[src/rtl/mv_pkg.sv]
// Shared types and helpers for the matrix-vector engine.
package mv_pkg;

  typedef enum logic [2:0] {
    IDLE,
    READ,
    DRAIN,
    WRITE,
    DONE
  } mv_state_t;

  // Ceiling log2 usable in constant expressions (valid for v up to 2^32).
  function automatic int unsigned mv_clog2(input int unsigned v);
    int unsigned r;
    r = 0;
    for (int unsigned i = 0; i < 32; i++) begin
      if ((64'd1 << i) < 64'(v)) r = i + 1;
    end
    return r;
  endfunction

  // Accumulator width: a full product plus enough headroom for COLS_MAX sums.
  function automatic int unsigned mv_rw_width(input int unsigned dw, input int unsigned cols_max);
    return 2 * dw + mv_clog2(cols_max);
  endfunction

  // Extend the low dw bits of v to 64 bits, sign- or zero-filling above.
  function automatic logic [63:0] mv_ext(input logic [63:0] v, input int unsigned dw,
                                         input logic sgn);
    logic [63:0] r;
    logic        fill;
    fill = sgn & v[dw-1];
    for (int unsigned i = 0; i < 64; i++) begin
      r[i] = (i < dw) ? v[i] : fill;
    end
    return r;
  endfunction

endpackage

[src/rtl/mv_engine_if.sv]
// Job, source-read and result-write signals of the matrix-vector engine.
interface mv_engine_if
  import mv_pkg::*;
#(
  parameter int unsigned ROWS     = 3,
  parameter int unsigned COLS_MAX = 32,
  parameter int unsigned DW       = 8,
  parameter int unsigned WAW      = 5
);
  localparam int unsigned AW = $clog2(COLS_MAX);
  localparam int unsigned RW = mv_rw_width(DW, COLS_MAX);

  // Job control
  logic           start;
  logic [AW:0]    cols;
  logic [WAW-1:0] wr_base;
  logic           signed_mode;
  logic           busy;
  logic           done;
  logic           err;
  // Source BRAM read port
  logic           rd_en;
  logic [AW-1:0]  rd_addr;
  logic [DW-1:0]  mat_a [ROWS];
  logic [DW-1:0]  vect_b;
  // Result BRAM write port
  logic           wr_en;
  logic [WAW-1:0] wr_addr;
  logic [RW-1:0]  wr_data;

  modport master (
    output start, cols, wr_base, signed_mode, mat_a, vect_b,
    input  busy, done, err, rd_en, rd_addr, wr_en, wr_addr, wr_data
  );

  modport slave (
    input  start, cols, wr_base, signed_mode, mat_a, vect_b,
    output busy, done, err, rd_en, rd_addr, wr_en, wr_addr, wr_data
  );

endinterface

[src/rtl/mv_mac_lane.sv]
// One multiply-accumulate lane: acc += ext(a) * ext(b) at full precision.
module mv_mac_lane
  import mv_pkg::*;
#(
  parameter int unsigned DW = 8,
  parameter int unsigned RW = 21
) (
  input  logic          i_clk,
  input  logic          i_rst,
  input  logic          i_clr,
  input  logic          i_en,
  input  logic          i_signed_mode,
  input  logic [DW-1:0] i_a,
  input  logic [DW-1:0] i_b,
  output logic [RW-1:0] o_acc
);

  logic [63:0]   w_a_ext;
  logic [63:0]   w_b_ext;
  logic [RW-1:0] w_prod;
  logic [RW-1:0] r_acc;

  // Extend both operands, then keep only the RW low product bits: the modular sum is exact.
  always_comb begin
    w_a_ext = mv_ext(64'(i_a), DW, i_signed_mode);
    w_b_ext = mv_ext(64'(i_b), DW, i_signed_mode);
    w_prod  = RW'(w_a_ext * w_b_ext);
  end

  // Accumulator: cleared on reset or job start, advanced on each valid beat.
  always_ff @(posedge i_clk) begin
    if (i_rst || i_clr) begin
      r_acc <= '0;
    end else if (i_en) begin
      r_acc <= r_acc + w_prod;
    end
  end

  assign o_acc = r_acc;

endmodule

[src/rtl/mv_engine.sv]
// Matrix-vector engine: y = A * b with ROWS parallel lanes and a run-time column count.
module mv_engine
  import mv_pkg::*;
#(
  parameter int unsigned ROWS     = 3,
  parameter int unsigned COLS_MAX = 32,
  parameter int unsigned DW       = 8,
  parameter int unsigned RD_LAT   = 1,
  parameter int unsigned WAW      = 5
) (
  input logic        i_clk,
  input logic        i_rst,
  mv_engine_if.slave bus
);

  localparam int unsigned AW  = $clog2(COLS_MAX);
  localparam int unsigned RW  = mv_rw_width(DW, COLS_MAX);
  localparam int unsigned DCW = $clog2(RD_LAT + 1);
  localparam int unsigned WCW = $clog2(ROWS + 1);
  localparam logic [AW:0] ColsMax = (AW + 1)'(COLS_MAX);

  mv_state_t      r_state;
  mv_state_t      w_state_d;
  logic [AW:0]    r_cols;
  logic [AW:0]    r_col;
  logic [WAW-1:0] r_wbase;
  logic           r_sm;
  logic           r_err;
  logic [DCW-1:0] r_dcnt;
  logic [WCW-1:0] r_wcnt;
  logic [RD_LAT-1:0] r_vld;

  logic           w_cols_ok;
  logic           w_start;
  logic           w_accept;
  logic           w_rd_en;
  logic [RW-1:0]  w_acc [ROWS];

  assign w_cols_ok = (bus.cols != '0) && (bus.cols <= ColsMax);
  assign w_start   = (r_state == IDLE) && bus.start;
  assign w_accept  = w_start && w_cols_ok;
  assign w_rd_en   = (r_state == READ);

  // Next-state logic; each phase ends when its counter reaches its last value.
  always_comb begin
    w_state_d = r_state;
    unique case (r_state)
      IDLE:    if (w_accept) w_state_d = READ;
      READ:    if (r_col == (r_cols - 1'b1)) w_state_d = DRAIN;
      DRAIN:   if (r_dcnt == DCW'(RD_LAT - 1)) w_state_d = WRITE;
      WRITE:   if (r_wcnt == WCW'(ROWS - 1)) w_state_d = DONE;
      DONE:    w_state_d = IDLE;
      default: w_state_d = IDLE;
    endcase
  end

  // State register, job latches, phase counters, valid pipe and err pulse.
  always_ff @(posedge i_clk) begin
    if (i_rst) begin
      r_state <= IDLE;
      r_cols  <= '0;
      r_col   <= '0;
      r_wbase <= '0;
      r_sm    <= 1'b0;
      r_err   <= 1'b0;
      r_dcnt  <= '0;
      r_wcnt  <= '0;
      r_vld   <= '0;
    end else begin
      r_state <= w_state_d;
      r_err   <= w_start && !w_cols_ok;
      if (w_accept) begin
        r_cols  <= bus.cols;
        r_wbase <= bus.wr_base;
        r_sm    <= bus.signed_mode;
      end
      r_col  <= (r_state == READ)  ? r_col + 1'b1  : '0;
      r_dcnt <= (r_state == DRAIN) ? r_dcnt + 1'b1 : '0;
      r_wcnt <= (r_state == WRITE) ? r_wcnt + 1'b1 : '0;
      // Tap r_vld[RD_LAT-1] marks the cycle the BRAM data for a read is present.
      r_vld  <= (r_vld << 1) | RD_LAT'(w_rd_en);
    end
  end

  for (genvar r = 0; r < ROWS; r++) begin : g_lane
    mv_mac_lane #(
      .DW (DW),
      .RW (RW)
    ) u_lane (
      .i_clk         (i_clk),
      .i_rst         (i_rst),
      .i_clr         (w_accept),
      .i_en          (r_vld[RD_LAT-1]),
      .i_signed_mode (r_sm),
      .i_a           (bus.mat_a[r]),
      .i_b           (bus.vect_b),
      .o_acc         (w_acc[r])
    );
  end

  // Write-data mux: one lane per WRITE cycle, zero otherwise.
  always_comb begin
    bus.wr_data = '0;
    if (r_state == WRITE) bus.wr_data = w_acc[r_wcnt];
  end

  assign bus.rd_en   = w_rd_en;
  assign bus.rd_addr = r_col[AW-1:0];
  assign bus.wr_en   = (r_state == WRITE);
  assign bus.wr_addr = r_wbase + WAW'(r_wcnt);
  assign bus.busy    = (r_state != IDLE);
  assign bus.done    = (r_state == DONE);
  assign bus.err     = r_err;

endmodule

[src/flat_wrapper.sv]
// flat-port wrapper written by rule: the top's interface ports become plain ports
module mv_engine_flat import mv_pkg::*;
#(
  parameter int unsigned ROWS     = 3,
  parameter int unsigned COLS_MAX = 32,
  parameter int unsigned DW       = 8,
  parameter int unsigned RD_LAT   = 1,
  parameter int unsigned WAW      = 5
)
  (i_clk, i_rst, bus_start, bus_cols, bus_wr_base, bus_signed_mode, bus_mat_a, bus_vect_b, bus_busy, bus_done, bus_err, bus_rd_en, bus_rd_addr, bus_wr_en, bus_wr_addr, bus_wr_data);
  mv_engine_if #(.ROWS(ROWS), .COLS_MAX(COLS_MAX), .DW(DW), .WAW(WAW)) bus_i ();
  input logic i_clk;
  input logic i_rst;
  input wire logic [$bits(bus_i.start)-1:0] bus_start;
  input wire logic [$bits(bus_i.cols)-1:0] bus_cols;
  input wire logic [$bits(bus_i.wr_base)-1:0] bus_wr_base;
  input wire logic [$bits(bus_i.signed_mode)-1:0] bus_signed_mode;
  input wire logic [$bits(bus_i.mat_a)-1:0] bus_mat_a;
  input wire logic [$bits(bus_i.vect_b)-1:0] bus_vect_b;
  output wire logic [$bits(bus_i.busy)-1:0] bus_busy;
  output wire logic [$bits(bus_i.done)-1:0] bus_done;
  output wire logic [$bits(bus_i.err)-1:0] bus_err;
  output wire logic [$bits(bus_i.rd_en)-1:0] bus_rd_en;
  output wire logic [$bits(bus_i.rd_addr)-1:0] bus_rd_addr;
  output wire logic [$bits(bus_i.wr_en)-1:0] bus_wr_en;
  output wire logic [$bits(bus_i.wr_addr)-1:0] bus_wr_addr;
  output wire logic [$bits(bus_i.wr_data)-1:0] bus_wr_data;
  assign bus_i.start = bus_start;
  assign bus_i.cols = bus_cols;
  assign bus_i.wr_base = bus_wr_base;
  assign bus_i.signed_mode = bus_signed_mode;
  assign bus_i.mat_a = {>>{bus_mat_a}};
  assign bus_i.vect_b = bus_vect_b;
  assign bus_busy = bus_i.busy;
  assign bus_done = bus_i.done;
  assign bus_err = bus_i.err;
  assign bus_rd_en = bus_i.rd_en;
  assign bus_rd_addr = bus_i.rd_addr;
  assign bus_wr_en = bus_i.wr_en;
  assign bus_wr_addr = bus_i.wr_addr;
  assign bus_wr_data = bus_i.wr_data;
  mv_engine #(.ROWS(ROWS), .COLS_MAX(COLS_MAX), .DW(DW), .RD_LAT(RD_LAT), .WAW(WAW)) u_core (.i_clk(i_clk), .i_rst(i_rst), .bus(bus_i));
endmodule
[config.mk]
export PLATFORM = sky130hd
export DESIGN_NAME = mv_engine_flat
export DESIGN_NICKNAME = d
export VERILOG_FILES = /design/src/rtl/mv_pkg.sv /design/src/rtl/mv_engine_if.sv /design/src/rtl/mv_mac_lane.sv /design/src/rtl/mv_engine.sv /design/src/flat_wrapper.sv
export SDC_FILE = /design/constraint.sdc
export NUM_CORES = 1
export LEC_CHECK = 0
export ABC_AREA = 1
export CAP_MARGIN = 20
export CORE_UTILIZATION = 55
export CTS_BUF_LIST = sky130_fd_sc_hd__clkbuf_4
export CTS_CLUSTER_DIAMETER = 60
export DETAILED_ROUTE_END_ITERATION = 10
export PLACE_DENSITY = 0.85
export SKIP_CTS_REPAIR_TIMING = 1
export SYNTH_ARGS = -nofsm -noshare
export SYNTH_HDL_FRONTEND = slang
export SYNTH_SLANG_ARGS = --single-unit
[constraint.sdc]
create_clock -name i_clk -period 8.9 [get_ports i_clk]
set_clock_uncertainty 0.15 [all_clocks]
set_input_delay 1.335 -clock i_clk [delete_from_list [all_inputs] [get_ports i_clk]]
set_output_delay 1.335 -clock i_clk [all_outputs]
set_load 0.1 [all_outputs]
==> results.ini, run 1 <==
[run_status]
status=completed

[synth]
ys_seq_elements=89
yosysWarnings=0
seq_area_frac_synth_pct=10.2
postSynthAreaPerCell_um2=6.85
synth_cells=2545
synth_top_family_by_area=adder cells
synth_area_um2=17400
synthMuxAreaShare_pct=0
synth_xor_area_share_pct=3.32
synth-compound-area-share_pct=10.4
syn_nets=2991
synth_fa_ha_area_share_pct=37.9
synth_simple_gate_area_share_pct=22.9
synth_cell_type_count=46

[clocking]
path_clk_slew_ns=0.16
tritoncts=yes
h-tree-depth=3
cts_root_buf=clkbuf_4
clock_latency_ns=0.49
clockBufferDepth=2
cts_made_buffers=9
cts.sink_count=89

[timing]
finalHoldViolCount=0
fmax_ghz=0.128
slew_viol_final=0
fin_tns_setup_ns=0
worst_pin_slew_ns=1.04
fin_crit_sh_pct=87.6
fin_crit_ns=7.80
grt_setup_unrepaired=no
finalSetupViolations=0
relSlewSlack_pct=30.4

[global_route]
globalRouteTotalUtil_pct=29.4
grt_pass1_vias=16300
grt_pass1_wl_um=77500
grt-ovfl-total=0
antenna_found_initial=1
grt_max_degree=52

[setup_path]
worst-setup-path-type=in -> reg
path_common_cell=nand2_1
path_buf_inv=8
start_kind=input port
cp_slowest_cell=fa_1
critical_path_arrival_ns=8.08
crit_path_end_kind=flop
cp_top_family=adder cells
crit_path_max_fanout=6
cp.required_ns=9.19
cpPeakStageDelay_ns=0.67

[power]
seqPwrFrac_pct=11.4
ir_drop_mv=0.124
internal-power_mw=1.67
pwr-share-clk_pct=6.5
power_switching_share_pct=58.3
pwr-share-comb_pct=82.1
leakage_nw=10.7
power.switching_mw=2.33
powerDensity_nw_per_um2=214

[final_layout]
layout-drive-gt1-share_pct=3.30
stdcell_area_um2=18700
final_cell_mix=nand2_1, inv_1, fa_1
fillers=2827
final_core_util_pct=60.4
fin_nets=3019
mostFrequentLayoutCell=nand2_1
stdcell_count=2979
area_growth_pct=7.20

[route]
wl_per_cell_um=15.5
via_per_inst=5.41
via_count=16124
drt-total-wl_um=46300
first_pass_iters=5
postRouteAntennaNets=0
route.detailed.drc=0
drt_iter0_markers=1148

[die]
core_area_um2=30900
pin_count=83
initial_utilization_pct=56.4
die_area_um2=32400
fp.dieW_um=180
row_count=64
dieHeight_um=180

[run]
drv_cap=0

[place]
globalplace.congestion=1.04
place_hpwl_um=38400
placed_cell_area_um2=18500
dp.cells=2958
portBuffers=82

[hold_path]
min_path_type=reg -> reg

==> synthesized netlist by cell type, drive strengths merged <==
library cell | n | area, um2
and2 | 1 | 6.26
a211oi | 4 | 50.1
nand3b | 1 | 7.51
or2 | 9 | 56.3
buf | 23 | 159
clkbuf | 65 | 244
dfxtp | 89 | 1780
nand2 | 600 | 2260
nor3b | 1 | 12.5
a21o | 12 | 90.1
and3 | 4 | 25.0
xnor2 | 25 | 219
o211a | 3 | 30.0
nor3 | 19 | 110
inv | 600 | 2250
ha | 185 | 2310
o21ai | 104 | 543
o211ai | 10 | 75.1
a31oi | 4 | 25.0
o2111ai | 3 | 26.3
nand4 | 27 | 169
nor2 | 216 | 826
clkinv | 1 | 3.75
nor4 | 1 | 6.26
xor2 | 41 | 359
a21boi | 7 | 60.1
a21oi | 176 | 911
nand3 | 99 | 505
fa | 214 | 4280
a31o | 1 | 8.76
==> worst paths after layout <==
| check | from | end | slack (ns) | depth (start not counted) |
|---|---|---|---|---|
| worst max register to register | u_core.r_sm | u_core.g_lane[1].u_lane.o_acc[20] | 1.74 | 35 |
| worst max-delay path | bus_mat_a[15] | u_core.g_lane[1].u_lane.o_acc[20] | 1.10 | 33 |
| worst min register to register | u_core.r_dcnt | u_core.r_dcnt | 0.29 | 1 |
| worst min-delay path | u_core.r_dcnt | u_core.r_dcnt | 0.29 | 1 |
==> registers in the layout, indices dropped and copies added, names as in the netlist <==
register	count
u_core.r_wbase	5
u_core.r_state	3
u_core.r_wcnt	2
u_core.r_col	6
u_core.g_lane.u_lane.o_acc	63
u_core.r_dcnt	1
u_core.r_vld	1
u_core.r_cols	6
u_core.bus.err	1
u_core.r_sm	1
==> power groups by stage <==
| stage | sequential [mW] | combinational [mW] | clock, mW |
|---|---|---|---|
| 6_report | 0.456 | 3.28 | 0.260 |
| 5_1_grt | 0.458 | 3.70 | 0.280 |
| 4_1_cts | 0.454 | 3.24 | 0.264 |
| 3_5_place_dp | 0.463 | 3.21 | 0 |
| 3_3_place_gp | 0.462 | 3.14 | 0 |
| 2_1_floorplan | 0.451 | 2.45 | 0 |
==> stage by stage <==
| step | hold WS, ns | total power [mW] | setup slack (ns) |
|---|---|---|---|
| floorplan | 0.248 | 2.90 | 1.58 |
| global placement | 0.261 | 3.60 | 0.823 |
| detailed placement | 0.281 | 3.68 | 0.721 |
| CTS | 0.302 | 3.95 | 1.23 |
| global route | 0.320 | 4.44 | 0.612 |
| finish | 0.293 | 3.99 | 1.10 |
==> worst register-to-register path: cells and delay by family, from the launching register on <==
| kind | cells | cell delay [ns] |
|---|---|---|
| flip-flops | 1 | 0.66 |
| adder cells (fa/ha/maj) | 7 | 2.90 |
| AND/OR/NAND/NOR | 14 | 1.70 |
| XOR/XNOR | 1 | 0.25 |
| AO/OA/AOI/OAI | 3 | 0.60 |
| buffers and inverters | 10 | 0.83 |
==> layer usage <==
layer	part of all wire, %	up-vias	GRT usage [%]
met2	50	505	52.7
met1	40	7707	35.7
met4	3.6	0	11.6
li1	-	7793	-
met5	0	-	0
met3	5.6	119	3.83
==> area by class of cell <==
| cell class | count | area [um2] | area share [%] |
|---|---|---|---|
| multi-input combinational | 1767 | 13000 | 69.5 |
| inverter | 601 | 2260 | 12.1 |
| sequential | 89 | 1780 | 9.55 |
| timing repair buffer | 105 | 993 | 5.32 |
| tap | 396 | 495 | 2.65 |
| clock inverter | 7 | 83.8 | 0.449 |
| clock buffer | 9 | 67.6 | 0.362 |
| antenna | 5 | 12.5 | 0.0670 |
==> cell families after synthesis <==
kind of cell | Yosys count
AND/OR/NAND/NOR | 978
buffers and inverters | 689
adder cells (fa/ha/maj) | 399
AO/OA/AOI/OAI | 324
flip-flops | 89
XOR/XNOR | 66
Note: power is estimated with default switching activity, not from simulation.
==> run 2: changes to the inputs <==
--- a/config.mk
+++ b/config.mk
@@ -11,6 +11,7 @@
 export CTS_BUF_LIST = sky130_fd_sc_hd__clkbuf_4
 export CTS_CLUSTER_DIAMETER = 60
 export DETAILED_ROUTE_END_ITERATION = 10
+export GPL_TIMING_DRIVEN = 0
 export PLACE_DENSITY = 0.85
 export SKIP_CTS_REPAIR_TIMING = 1
 export SYNTH_ARGS = -nofsm -noshare
==> results.ini, run 2 (synthesis results as in run 1) <==
[clocking]
clockBufferDepth=2  ; unchanged
h-tree-depth=3  ; unchanged
tritoncts=yes
path_clk_slew_ns=0.15  ; about the same
cts_made_buffers=9  ; unchanged
cts_root_buf=clkbuf_4
cts.sink_count=89  ; unchanged
clock_latency_ns=0.50  ; about the same

[place]
place_hpwl_um=41900  ; +9.1%
portBuffers=53  ; -35%
globalplace.congestion=1.10  ; +4.9%
dpl_worst_slack_ns=0.387  ; -0.333 ns
placed_cell_area_um2=18400  ; -0.35%

[final_layout]
area_growth_pct=6.95
stdcell_area_um2=18600  ; -0.23%
multiInputGateArea_um2=13000  ; about the same
final_cell_mix=nand2_1, inv_1, fa_1
largest_reg_flops=63  ; unchanged
layout-drive-gt1-share_pct=2.98  ; -0.31 points
fillers=2906  ; +2.8%
seqCellArea_um2=1780  ; about the same
fin_nets=3055  ; +1.2%
mostFrequentLayoutCell=nand2_1

[die]
row_count=64  ; unchanged
initial_utilization_pct=56.4  ; unchanged
dieHeight_um=180  ; unchanged
die_area_um2=32400  ; unchanged
fp.dieW_um=180  ; unchanged
core_area_um2=30900  ; unchanged
pin_count=83  ; unchanged

[timing]
finalHoldViolCount=0  ; unchanged
finalSetupViolations=0  ; unchanged
fmax_ghz=0.123  ; -4.1%
worst_slack_ns=0.773  ; -0.332 ns
hold_slack_ns=0.300  ; +0.00632 ns
relSlewSlack_pct=28.3  ; -2.1 points
fin_crit_sh_pct=91.3  ; +3.7 points
fin_tns_setup_ns=0  ; unchanged
slew_viol_final=0  ; unchanged
grt_setup_unrepaired=no
fin_crit_ns=8.13  ; +0.332 ns
worst_pin_slew_ns=1.07  ; +0.0348 ns

[power]
internal-power_mw=1.68  ; +1.1%
total_power_mw=4.02  ; +0.64%
power_switching_share_pct=58.1  ; -0.19 points
pwr-share-clk_pct=7.2  ; +0.7 points
seqPwrFrac_pct=11.3  ; about the same
pwr-share-comb_pct=81.5  ; -0.6 points
powerDensity_nw_per_um2=216  ; +0.87%
ir_drop_mv=0.143  ; +15%
leakage_nw=10.7  ; -0.38%
power.switching_mw=2.33  ; +0.31%

[setup_path]
cp.required_ns=9.18  ; about the same
crit_path_end_kind=flop
cpPeakStageDelay_ns=0.54  ; -0.13 ns
worst-setup-path-type=in -> reg
crit_path_max_fanout=10  ; +4
cp_top_family=adder cells
cp_slowest_cell=fa_1
start_kind=input port
path_common_cell=nand2_1
path_buf_inv=7  ; -1
critical_path_arrival_ns=8.41  ; +0.33 ns

[global_route]
grt_max_degree=18  ; -65%
grt-ovfl-total=0  ; unchanged
globalRouteTotalUtil_pct=31.1  ; +1.7 points
grt_pass1_vias=16454  ; +0.94%
antenna_found_initial=3  ; +2
grt_pass1_wl_um=80800  ; +4.2%

[route]
postRouteAntennaNets=0  ; unchanged
via_per_inst=5.44  ; +0.56%
wl_per_cell_um=16.4  ; +5.3%
via_count=16394  ; +1.7%
route.detailed.drc=0  ; unchanged
first_pass_iters=6  ; +1
drt_iter0_markers=1308  ; +14%
drt-total-wl_um=49300  ; +6.4%

[run]
drv_cap=0  ; unchanged

[hold_path]
min_path_type=reg -> reg

[run_status]
status=completed

[run 2: cell types whose count changed in the layout (fill, tap and decap cells not counted), sizes merged]
cell	change
inv	-2
diode	-3
clkbuf	+65
bufinv	+1
clkdlybuf4s50	-29
clkinv	+1
[run 2: cell type report]
| class | instances | area share [%] |
|---|---|---|
| multi-input combinational | 1767 | 69.7 |
| inverter | 601 | 12.1 |
| sequential | 89 | 9.56 |
| timing repair buffer | 53 | 2.85 |
| tap | 396 | 2.66 |
| buffer | 88 | 2.16 |
| clock inverter | 7 | 0.604 |
| clock buffer | 9 | 0.363 |
| antenna | 2 | 0.0269 |
[run 2: stage by stage]
| step | cells | util [%] |
|---|---|---|
| 2_1_floorplan | 2545 | - |
| 3_3_place_gp | 2994 | 59.7 |
| 3_5_place_dp | 2994 | 59.7 |
| 4_1_cts | 3010 | 60.3 |
| 5_1_grt | 3012 | 60.3 |
| 6_report | 3012 | 60.3 |
[run 2: power groups by stage]
stage          clock (mW)  sequential, mW  combinational (mW)
5_1_grt             0.307           0.458                3.67
2_1_floorplan           0           0.451                2.45
3_3_place_gp            0           0.462                3.15
6_report            0.290           0.455                3.27
4_1_cts             0.294           0.454                3.24
3_5_place_dp            0           0.462                3.22
[run 2: routing by layer]
| layer | wire [um] | GRT usage, % | vias up |
|---|---|---|---|
| met4 | 1620 | 10.9 | 0 |
| li1 | - | - | 7865 |
| met2 | 23500 | 52.7 | 694 |
| met1 | 20000 | 40.2 | 7729 |
| met5 | 0 | 0 | - |
| met3 | 4120 | 5.02 | 106 |
[run 2: worst register-to-register path: cells and delay by family, from the launching register on]
kind / cells / cell delay (ns)
compound gates: 2 / 0.19
xor+xnor: 1 / 0.29
simple gates: 13 / 2.00
flops: 1 / 0.63
fa+ha+maj: 7 / 3.36
buf+inv: 7 / 0.70
[run 2: path summary, 6_finish.rpt]
check | endpoint | slack [ns] | start | cells after the start
setup / recovery | u_core.g_lane[2].u_lane.o_acc[18] | 0.77 | bus_vect_b[2] | 30
hold reg to reg | u_core.r_dcnt | 0.30 | u_core.r_dcnt | 1
hold / removal | u_core.r_dcnt | 0.30 | u_core.r_dcnt | 1
setup reg to reg | u_core.g_lane[0].u_lane.o_acc[20] | 1.51 | u_core.r_sm | 30
